`config.mk`:
```
export PLATFORM = sky130hd
export DESIGN_NAME = pixel_frame_loader_flat
export DESIGN_NICKNAME = d
export VERILOG_FILES = /design/src/rtl/pixel_frame_loader_pkg.sv /design/src/rtl/pixel_frame_loader_if.sv /design/src/rtl/pixel_frame_loader_frame_shadow_buf.sv /design/src/rtl/pixel_frame_loader.sv /design/src/flat_wrapper.sv
export SDC_FILE = /design/constraint.sdc
export NUM_CORES = 1
export LEC_CHECK = 0
export ABC_AREA = 1
export CORE_MARGIN = 2
export CORE_UTILIZATION = 40
export DETAILED_ROUTE_END_ITERATION = 8
export SETUP_SLACK_MARGIN = 0.15
export SYNTH_ARGS = -nofsm -noshare
export SYNTH_HDL_FRONTEND = slang
export SYNTH_SLANG_ARGS = --single-unit
export TNS_END_PERCENT = 100
```
`constraint.sdc`:
```
create_clock -name clk -period 2.4 [get_ports clk]
set_input_delay 0.36 -clock clk [delete_from_list [all_inputs] [get_ports clk]]
set_output_delay 0.36 -clock clk [all_outputs]
set_load 0.05 [all_outputs]
```
`src/rtl/pixel_frame_loader_pkg.sv`:
```
// net_pkg: definitions shared between the pixel frame loader and the network
// stage it feeds.
//   NET_HEIGHT / NET_WIDTH : default network input count and weight width
//   loader_state_t         : loader FSM states
//   sweep_cycles()         : cycles the network needs for one full evaluation
package net_pkg;

  localparam int unsigned NET_HEIGHT = 7;
  localparam int unsigned NET_WIDTH  = 8;

  typedef enum logic [1:0] {
    IDLE = 2'd0,
    SWAP = 2'd1,
    RUN  = 2'd2
  } loader_state_t;

  // One sweep is HEIGHT * 2^(WIDTH+1) cycles.
  function automatic int unsigned sweep_cycles(input int unsigned height,
                                               input int unsigned width);
    return height * (32'd1 << (width + 1));
  endfunction

endpackage

```
`src/rtl/pixel_frame_loader_if.sv`:
```
// Grey-level pixel stream into the frame loader (valid/ready handshake).
//   in_valid : pixel valid (source)
//   in_ready : loader can accept a pixel (loader)
//   in_pixel : grey-level pixel, PIX_BITS wide (source)
//   in_last  : final pixel of a frame (source)
// Modports: master = pixel source, slave = loader.
interface pixel_frame_loader_if #(
  parameter int unsigned PIX_BITS = 8
);

  logic                in_valid;
  logic                in_ready;
  logic [PIX_BITS-1:0] in_pixel;
  logic                in_last;

  modport master (
    output in_valid,
    output in_pixel,
    output in_last,
    input  in_ready
  );

  modport slave (
    input  in_valid,
    input  in_pixel,
    input  in_last,
    output in_ready
  );

endinterface

```
`src/rtl/pixel_frame_loader_frame_shadow_buf.sv`:
```
// frame_shadow_buf: binarizes accepted pixels and assembles them into the
// shadow frame that the loader swaps into the active register.
//   clk, rst    : clock, asynchronous active-high reset
//   accept      : a pixel is transferred this cycle
//   clear       : empty the shadow (loader is swapping it out)
//   pixel, last : accepted pixel and its end-of-frame marker
//   thresh      : runtime threshold (only with PIXEL_LOADER_RUNTIME_THRESH_EN)
//   shadow      : assembled binary frame, bit 0 = first pixel
//   shadow_full : frame closed, waiting for the swap
//   short_err   : sticky, a frame was closed early by last
// Macro PIXEL_LOADER_RUNTIME_THRESH_EN: threshold is sampled from thresh on
// the first pixel of each frame instead of using THRESHOLD.
module frame_shadow_buf
  import net_pkg::*;
#(
  parameter int unsigned HEIGHT    = NET_HEIGHT,
  parameter int unsigned PIX_BITS  = 8,
  parameter int unsigned THRESHOLD = 128
) (
  input  logic                clk,
  input  logic                rst,
  input  logic                accept,
  input  logic                clear,
  input  logic [PIX_BITS-1:0] pixel,
  input  logic                last,
`ifdef PIXEL_LOADER_RUNTIME_THRESH_EN
  input  logic [PIX_BITS-1:0] thresh,
`endif
  output logic [HEIGHT-1:0]   shadow,
  output logic                shadow_full,
  output logic                short_err
);

  localparam int unsigned IDX_W = (HEIGHT > 1) ? $clog2(HEIGHT) : 1;
  localparam logic [IDX_W-1:0]    IDX_LAST = IDX_W'(HEIGHT - 1);
  localparam logic [PIX_BITS-1:0] THR_DEF  = PIX_BITS'(THRESHOLD);

  logic [IDX_W-1:0]    idx;
  logic                idx_last;
  logic [PIX_BITS-1:0] thr_eff;
  logic                bit_in;

`ifdef PIXEL_LOADER_RUNTIME_THRESH_EN
  logic [PIX_BITS-1:0] thr_q;

  // The first pixel uses the live input so the whole frame sees one value.
  assign thr_eff = (idx == '0) ? thresh : thr_q;

  always_ff @(posedge clk or posedge rst) begin
    if (rst) begin
      thr_q <= THR_DEF;
    end else if (accept && idx == '0) begin
      thr_q <= thresh;
    end
  end
`else
  assign thr_eff = THR_DEF;
`endif

  assign idx_last = (idx == IDX_LAST);
  assign bit_in   = (pixel >= thr_eff);

  always_ff @(posedge clk or posedge rst) begin
    if (rst) begin
      shadow      <= '0;
      idx         <= '0;
      shadow_full <= 1'b0;
      short_err   <= 1'b0;
    end else if (clear) begin
      shadow      <= '0;
      idx         <= '0;
      shadow_full <= 1'b0;
    end else if (accept) begin
      // An early last zeroes every position after the current one.
      for (int unsigned i = 0; i < HEIGHT; i++) begin
        if (IDX_W'(i) == idx) begin
          shadow[i] <= bit_in;
        end else if (last && IDX_W'(i) > idx) begin
          shadow[i] <= 1'b0;
        end
      end
      idx <= idx + 1'b1;
      if (last || idx_last) begin
        shadow_full <= 1'b1;
      end
      if (last && !idx_last) begin
        short_err <= 1'b1;
      end
    end
  end

endmodule

```
`src/rtl/pixel_frame_loader.sv`:
```
// pixel_frame_loader: upstream feeder for the network stage. Binarizes a
// pixel stream into a double-buffered frame, holds the active frame stable
// for one network sweep, then swaps in the next frame.
//   clk, rst  : clock, asynchronous active-high reset
//   in_if     : pixel stream (slave modport of pixel_frame_loader_if)
//   thresh    : runtime threshold (only with PIXEL_LOADER_RUNTIME_THRESH_EN)
//   pixels    : active binary frame, bit 0 = first pixel received
//   net_rst_n : active-low network reset, high only while sweeping
//   eval_done : one-cycle strobe on the last sweep cycle
//   short_err : sticky, a frame was closed early by in_last
// Macro PIXEL_LOADER_RUNTIME_THRESH_EN adds the thresh port.
module pixel_frame_loader
  import net_pkg::*;
#(
  parameter int unsigned HEIGHT    = NET_HEIGHT,
  parameter int unsigned WIDTH     = NET_WIDTH,
  parameter int unsigned PIX_BITS  = 8,
  parameter int unsigned THRESHOLD = 128
) (
  input  logic                clk,
  input  logic                rst,
  pixel_frame_loader_if.slave in_if,
`ifdef PIXEL_LOADER_RUNTIME_THRESH_EN
  input  logic [PIX_BITS-1:0] thresh,
`endif
  output logic [HEIGHT-1:0]   pixels,
  output logic                net_rst_n,
  output logic                eval_done,
  output logic                short_err
);

  localparam int unsigned SWEEP = sweep_cycles(HEIGHT, WIDTH);
  localparam int unsigned CNT_W = $clog2(SWEEP);
  localparam logic [CNT_W-1:0] CNT_LAST = CNT_W'(SWEEP - 1);

  loader_state_t    state_q;
  loader_state_t    state_d;
  logic [CNT_W-1:0] cnt_q;
  logic [HEIGHT-1:0] shadow;
  logic             shadow_full;
  logic             swap;
  logic             accept;

  assign swap           = (state_q == SWAP);
  assign in_if.in_ready = !shadow_full && !swap;
  assign accept         = in_if.in_valid && in_if.in_ready;

  frame_shadow_buf #(
    .HEIGHT    (HEIGHT),
    .PIX_BITS  (PIX_BITS),
    .THRESHOLD (THRESHOLD)
  ) u_shadow (
    .clk         (clk),
    .rst         (rst),
    .accept      (accept),
    .clear       (swap),
    .pixel       (in_if.in_pixel),
    .last        (in_if.in_last),
`ifdef PIXEL_LOADER_RUNTIME_THRESH_EN
    .thresh      (thresh),
`endif
    .shadow      (shadow),
    .shadow_full (shadow_full),
    .short_err   (short_err)
  );

  // The end-of-sweep decision uses the registered shadow_full, so a frame
  // closing on the eval_done cycle is picked up one cycle later from IDLE.
  always_comb begin
    state_d   = state_q;
    net_rst_n = 1'b0;
    eval_done = 1'b0;
    case (state_q)
      IDLE: begin
        if (shadow_full) begin
          state_d = SWAP;
        end
      end
      SWAP: begin
        state_d = RUN;
      end
      RUN: begin
        net_rst_n = 1'b1;
        if (cnt_q == CNT_LAST) begin
          eval_done = 1'b1;
          state_d   = shadow_full ? SWAP : IDLE;
        end
      end
      default: begin
        state_d = IDLE;
      end
    endcase
  end

  always_ff @(posedge clk or posedge rst) begin
    if (rst) begin
      state_q <= IDLE;
      cnt_q   <= '0;
      pixels  <= '0;
    end else begin
      state_q <= state_d;
      case (state_q)
        SWAP: begin
          pixels <= shadow;
          cnt_q  <= '0;
        end
        RUN: begin
          cnt_q <= (cnt_q == CNT_LAST) ? '0 : cnt_q + 1'b1;
        end
        default: begin
          cnt_q <= '0;
        end
      endcase
    end
  end

endmodule

```
`src/flat_wrapper.sv`:
```
// flat-port wrapper written by rule: the top's interface ports become plain ports
module pixel_frame_loader_flat import net_pkg::*;
#(
  parameter int unsigned HEIGHT    = NET_HEIGHT,
  parameter int unsigned WIDTH     = NET_WIDTH,
  parameter int unsigned PIX_BITS  = 8,
  parameter int unsigned THRESHOLD = 128
)
  (clk, rst, pixels, net_rst_n, eval_done, short_err, in_if_in_valid, in_if_in_pixel, in_if_in_last, in_if_in_ready);
  pixel_frame_loader_if #(.PIX_BITS(PIX_BITS)) in_if_i ();
  input  logic clk;
  input  logic rst;
  output logic [HEIGHT-1:0] pixels;
  output logic net_rst_n;
  output logic eval_done;
  output logic short_err;
  input wire logic [$bits(in_if_i.in_valid)-1:0] in_if_in_valid;
  input wire logic [$bits(in_if_i.in_pixel)-1:0] in_if_in_pixel;
  input wire logic [$bits(in_if_i.in_last)-1:0] in_if_in_last;
  output wire logic [$bits(in_if_i.in_ready)-1:0] in_if_in_ready;
  assign in_if_i.in_valid = in_if_in_valid;
  assign in_if_i.in_pixel = in_if_in_pixel;
  assign in_if_i.in_last = in_if_in_last;
  assign in_if_in_ready = in_if_i.in_ready;
  pixel_frame_loader #(.HEIGHT(HEIGHT), .WIDTH(WIDTH), .PIX_BITS(PIX_BITS), .THRESHOLD(THRESHOLD)) u_core (.clk(clk), .rst(rst), .in_if(in_if_i), .pixels(pixels), .net_rst_n(net_rst_n), .eval_done(eval_done), .short_err(short_err));
endmodule
```
==> impl_metrics.toml, run 1 <==
[finish]
diodes = 0
layout-drive-gt1-share_pct = 8.64
fillCellCount = 407
utilization_pct = 49.3
nets = 258
areaGrowthSynthToFinish_pct = 18.0

[global_routing]
antenna_found_initial = 0
grtUsageTotal_pct = 16.9
gr-total-overflow = 0
first_global_vias = 1435
grt_max_degree = 34
grt_pass1_wl_um = 5890

[synth]
yosys-top-cells-area = "dfrtp_1 49%, nand2_1 17%, nor2_1 6.2%, nand3_1 5.6%, inv_1 4.5%"
synth.largest_area_cell = "dfrtp_1"
yosys_warnings = 0
syn-num-nets = 237
synth_common_cells = "78 x nand2_1, 33 x dfrtp_1, 28 x nor2_1, 20 x inv_1, 19 x nand3_1"
ys_seq_elements = 33
yosysSeqAreaShare_pct = 49.0
synthCells = 221
yosysTopAreaCellShare_pct = 49.0
synth-async-reset-ratio_pct = 100
synth-edff-count = 0
synthesis.area_um2 = 1680
ys.flop_type = "dfrtp_1"
synth.distinct_cells = 25
syn_avg_cell_area_um2 = 7.62
post-synth-top-count-cell = "nand2_1"

[worst_setup_path]
cp_cell_sequence = "nor2_2 -> clkdlybuf4s50_1"
cp.required_ns = 2.04
cp-end-kind = "output port"
r2r_slack_ns = 0.79
cp_top_family = "buffers and inverters"
crit_arrival_ns = 1.79
cp_num_buf_inv = 1
path_class = "flop to output port"
slowest_stage = "clkdlybuf4s50_1"
start_kind = "flop"
crit_fanout = 5
critPathMaxStageDelay_ns = 0.85

[die]
start_util_pct = 41.8
die_w_um = 68.9
num_rows = 23
die_area_um2 = 4750
io_pins = 23
core_area_um2 = 4030
die_h_um = 68.9

[power_and_ir_drop]
peakVddDrop_mv = 0.303
leakagePower_nw = 1.04
power_density_nw_per_um2 = 598

[clocking]
clockRootBuffer = "clkbuf_8"
worst_skew_pair.late_latency_ns = 0.28
clk_path_buf_depth = 2
cts_hold_buffers = 0
numCtsBuffers = 5
clkSinkCount = 33
cts_tree = "done"
ctsResizeCount = 0
cts_htree_levels = 2
postCtsSetupRepairBufs = 0
clk_pin_slew_ns = 0.07

[sta]
maxSlewHeadroom_pct = 66.6
period_needed_ns = 2.15
min_period_over_period_pct = 89.5
clock.fmax_mhz = 466
finalSetupViolations = 0
rsz0062_at_grt = "no"
tns_ns = 0
fin_skew_ns = 0.00201
tightest_slew_ns = 0.499
drv_slew = 0
hold_violations = 0

[placement]
dp_hpwl_um = 2370
portBuffers = 15
gp_congestion = 0.843

[routing]
drc_errors = 0
wl_um = 3380
drt_iter0_drc = 76
first_pass_iters = 4
wl_per_cell_um = 11.5
vias = 1444
vias_per_cell = 4.93
ant_nets = 0

[hold_path]
hold_path_class = "input pin to asynchronous set/reset pin"

[status]
status = "completed"

[run]
maxCapViolations = 0
## power by group
group	switching (mW)	total [mW]	leakage [nW]	internal (mW)
clock network	0.199	0.400	0.0450	0.201
logic	0.113	0.178	0.578	0.0655
registers	0.0290	0.611	0.419	0.582
## placed cells by master, fill, tap and decap left out, drive strengths merged
master / count
xor2: 1
buf: 4
o21ai: 11
o21bai: 1
clkdlybuf4s50: 13
nand4: 5
nand2: 81
nand3: 20
or2: 1
clkbuf: 6
a31o: 1
clkinv: 3
nor3b: 2
nor3: 1
ha: 4
a21oi: 4
nor2: 31
inv: 21
dfrtp: 33
## routing by layer
| metal | vias up | track usage (%) | wire, um |
|---|---|---|---|
| li1 | 744 | - | - |
| met1 | 674 | 19.0 | 1580 |
| met2 | 21 | 30.5 | 1640 |
| met3 | 5 | 3.90 | 108 |
| met4 | 0 | 7.35 | 49 |
| met5 | - | 0 | 0 |
## cells by family (layout without fill, tap and decap cells)
family | Yosys count | count (layout) | synth area share (%)
DFF | 33 | 33 | 49.0
xor gates and xnor gates | 1 | 1 | 0.520
and+or+nand+nor | 141 | 141 | 36.1
adders and majority gates | 4 | 4 | 2.97
buffers and inverters | 25 | 47 | 5.94
AOI/OAI and AO/OA | 17 | 17 | 5.42
## per-stage QoR
step | hold WS, ns | worst slack [ns] | instance area, um2 | cells | power [mW]
3_3_place_gp | 0.456 | 0.557 | 1900 | 285 | 0.797
3_5_place_dp | 0.458 | 0.539 | 1900 | 285 | 0.798
4_1_cts | 0.479 | 0.227 | 1990 | 293 | 1.21
2_1_floorplan | 0.431 | 0.241 | 1690 | 221 | 0.754
6_report | 0.470 | 0.252 | 1990 | 293 | 1.19
5_1_grt | 0.497 | 0.165 | 1990 | 293 | 1.27
## worst paths after layout
path,from,endpoint,cells past startpoint
max,u_core.state_q[0],net_rst_n,2
min,rst,u_core.pixels[3],3
max reg2reg,u_core.state_q[0],u_core.u_shadow.shadow[2],6
min reg2reg,u_core.u_shadow.shadow[6],u_core.pixels[6],2
max in group asynchronous,rst,u_core.cnt_q[7],3
min in group clk,u_core.u_shadow.shadow[6],u_core.pixels[6],2
## flip-flops by register name, indices dropped and copies added, names as in the netlist
name and cells:
u_core.cnt_q 12, u_core.u_shadow.idx 3, u_core.u_shadow.shadow_full 1, u_core.u_shadow.short_err 1, u_core.pixels 7, u_core.u_shadow.shadow 7
u_core.state_q 2
## layout make-up
type	instances	area (um2)	share of cell area, %
Sequential cell	33	826	41.6
Multi-Input combinational cell	163	761	38.3
Timing Repair Buffer	17	173	8.69
Inverter	22	82.6	4.16
Clock buffer	6	72.6	3.65
Tap cell	50	62.6	3.15
Clock inverter	2	10.0	0.504
## worst reg2reg max path, cell delays in order, from the launching register on
cell	delay, ns
dfrtp_1	0.41
nand2_2	0.29
nand3_1	0.16
nand2_1	0.35
o21ai_0	0.16
nand2_1	0.08
nand2_1	0.05
Note: power is estimated with default switching activity, not from simulation.
==> inputs of run 2 (changes only) <==
--- a/config.mk
+++ b/config.mk
@@ -6,6 +6,7 @@
 export NUM_CORES = 1
 export LEC_CHECK = 0
 export ABC_AREA = 1
+export CAP_MARGIN = 10
 export CORE_MARGIN = 2
 export CORE_UTILIZATION = 40
 export DETAILED_ROUTE_END_ITERATION = 8
==> results of run 2 <==
Final layout, timing and power as in run 1 (identical DEF).
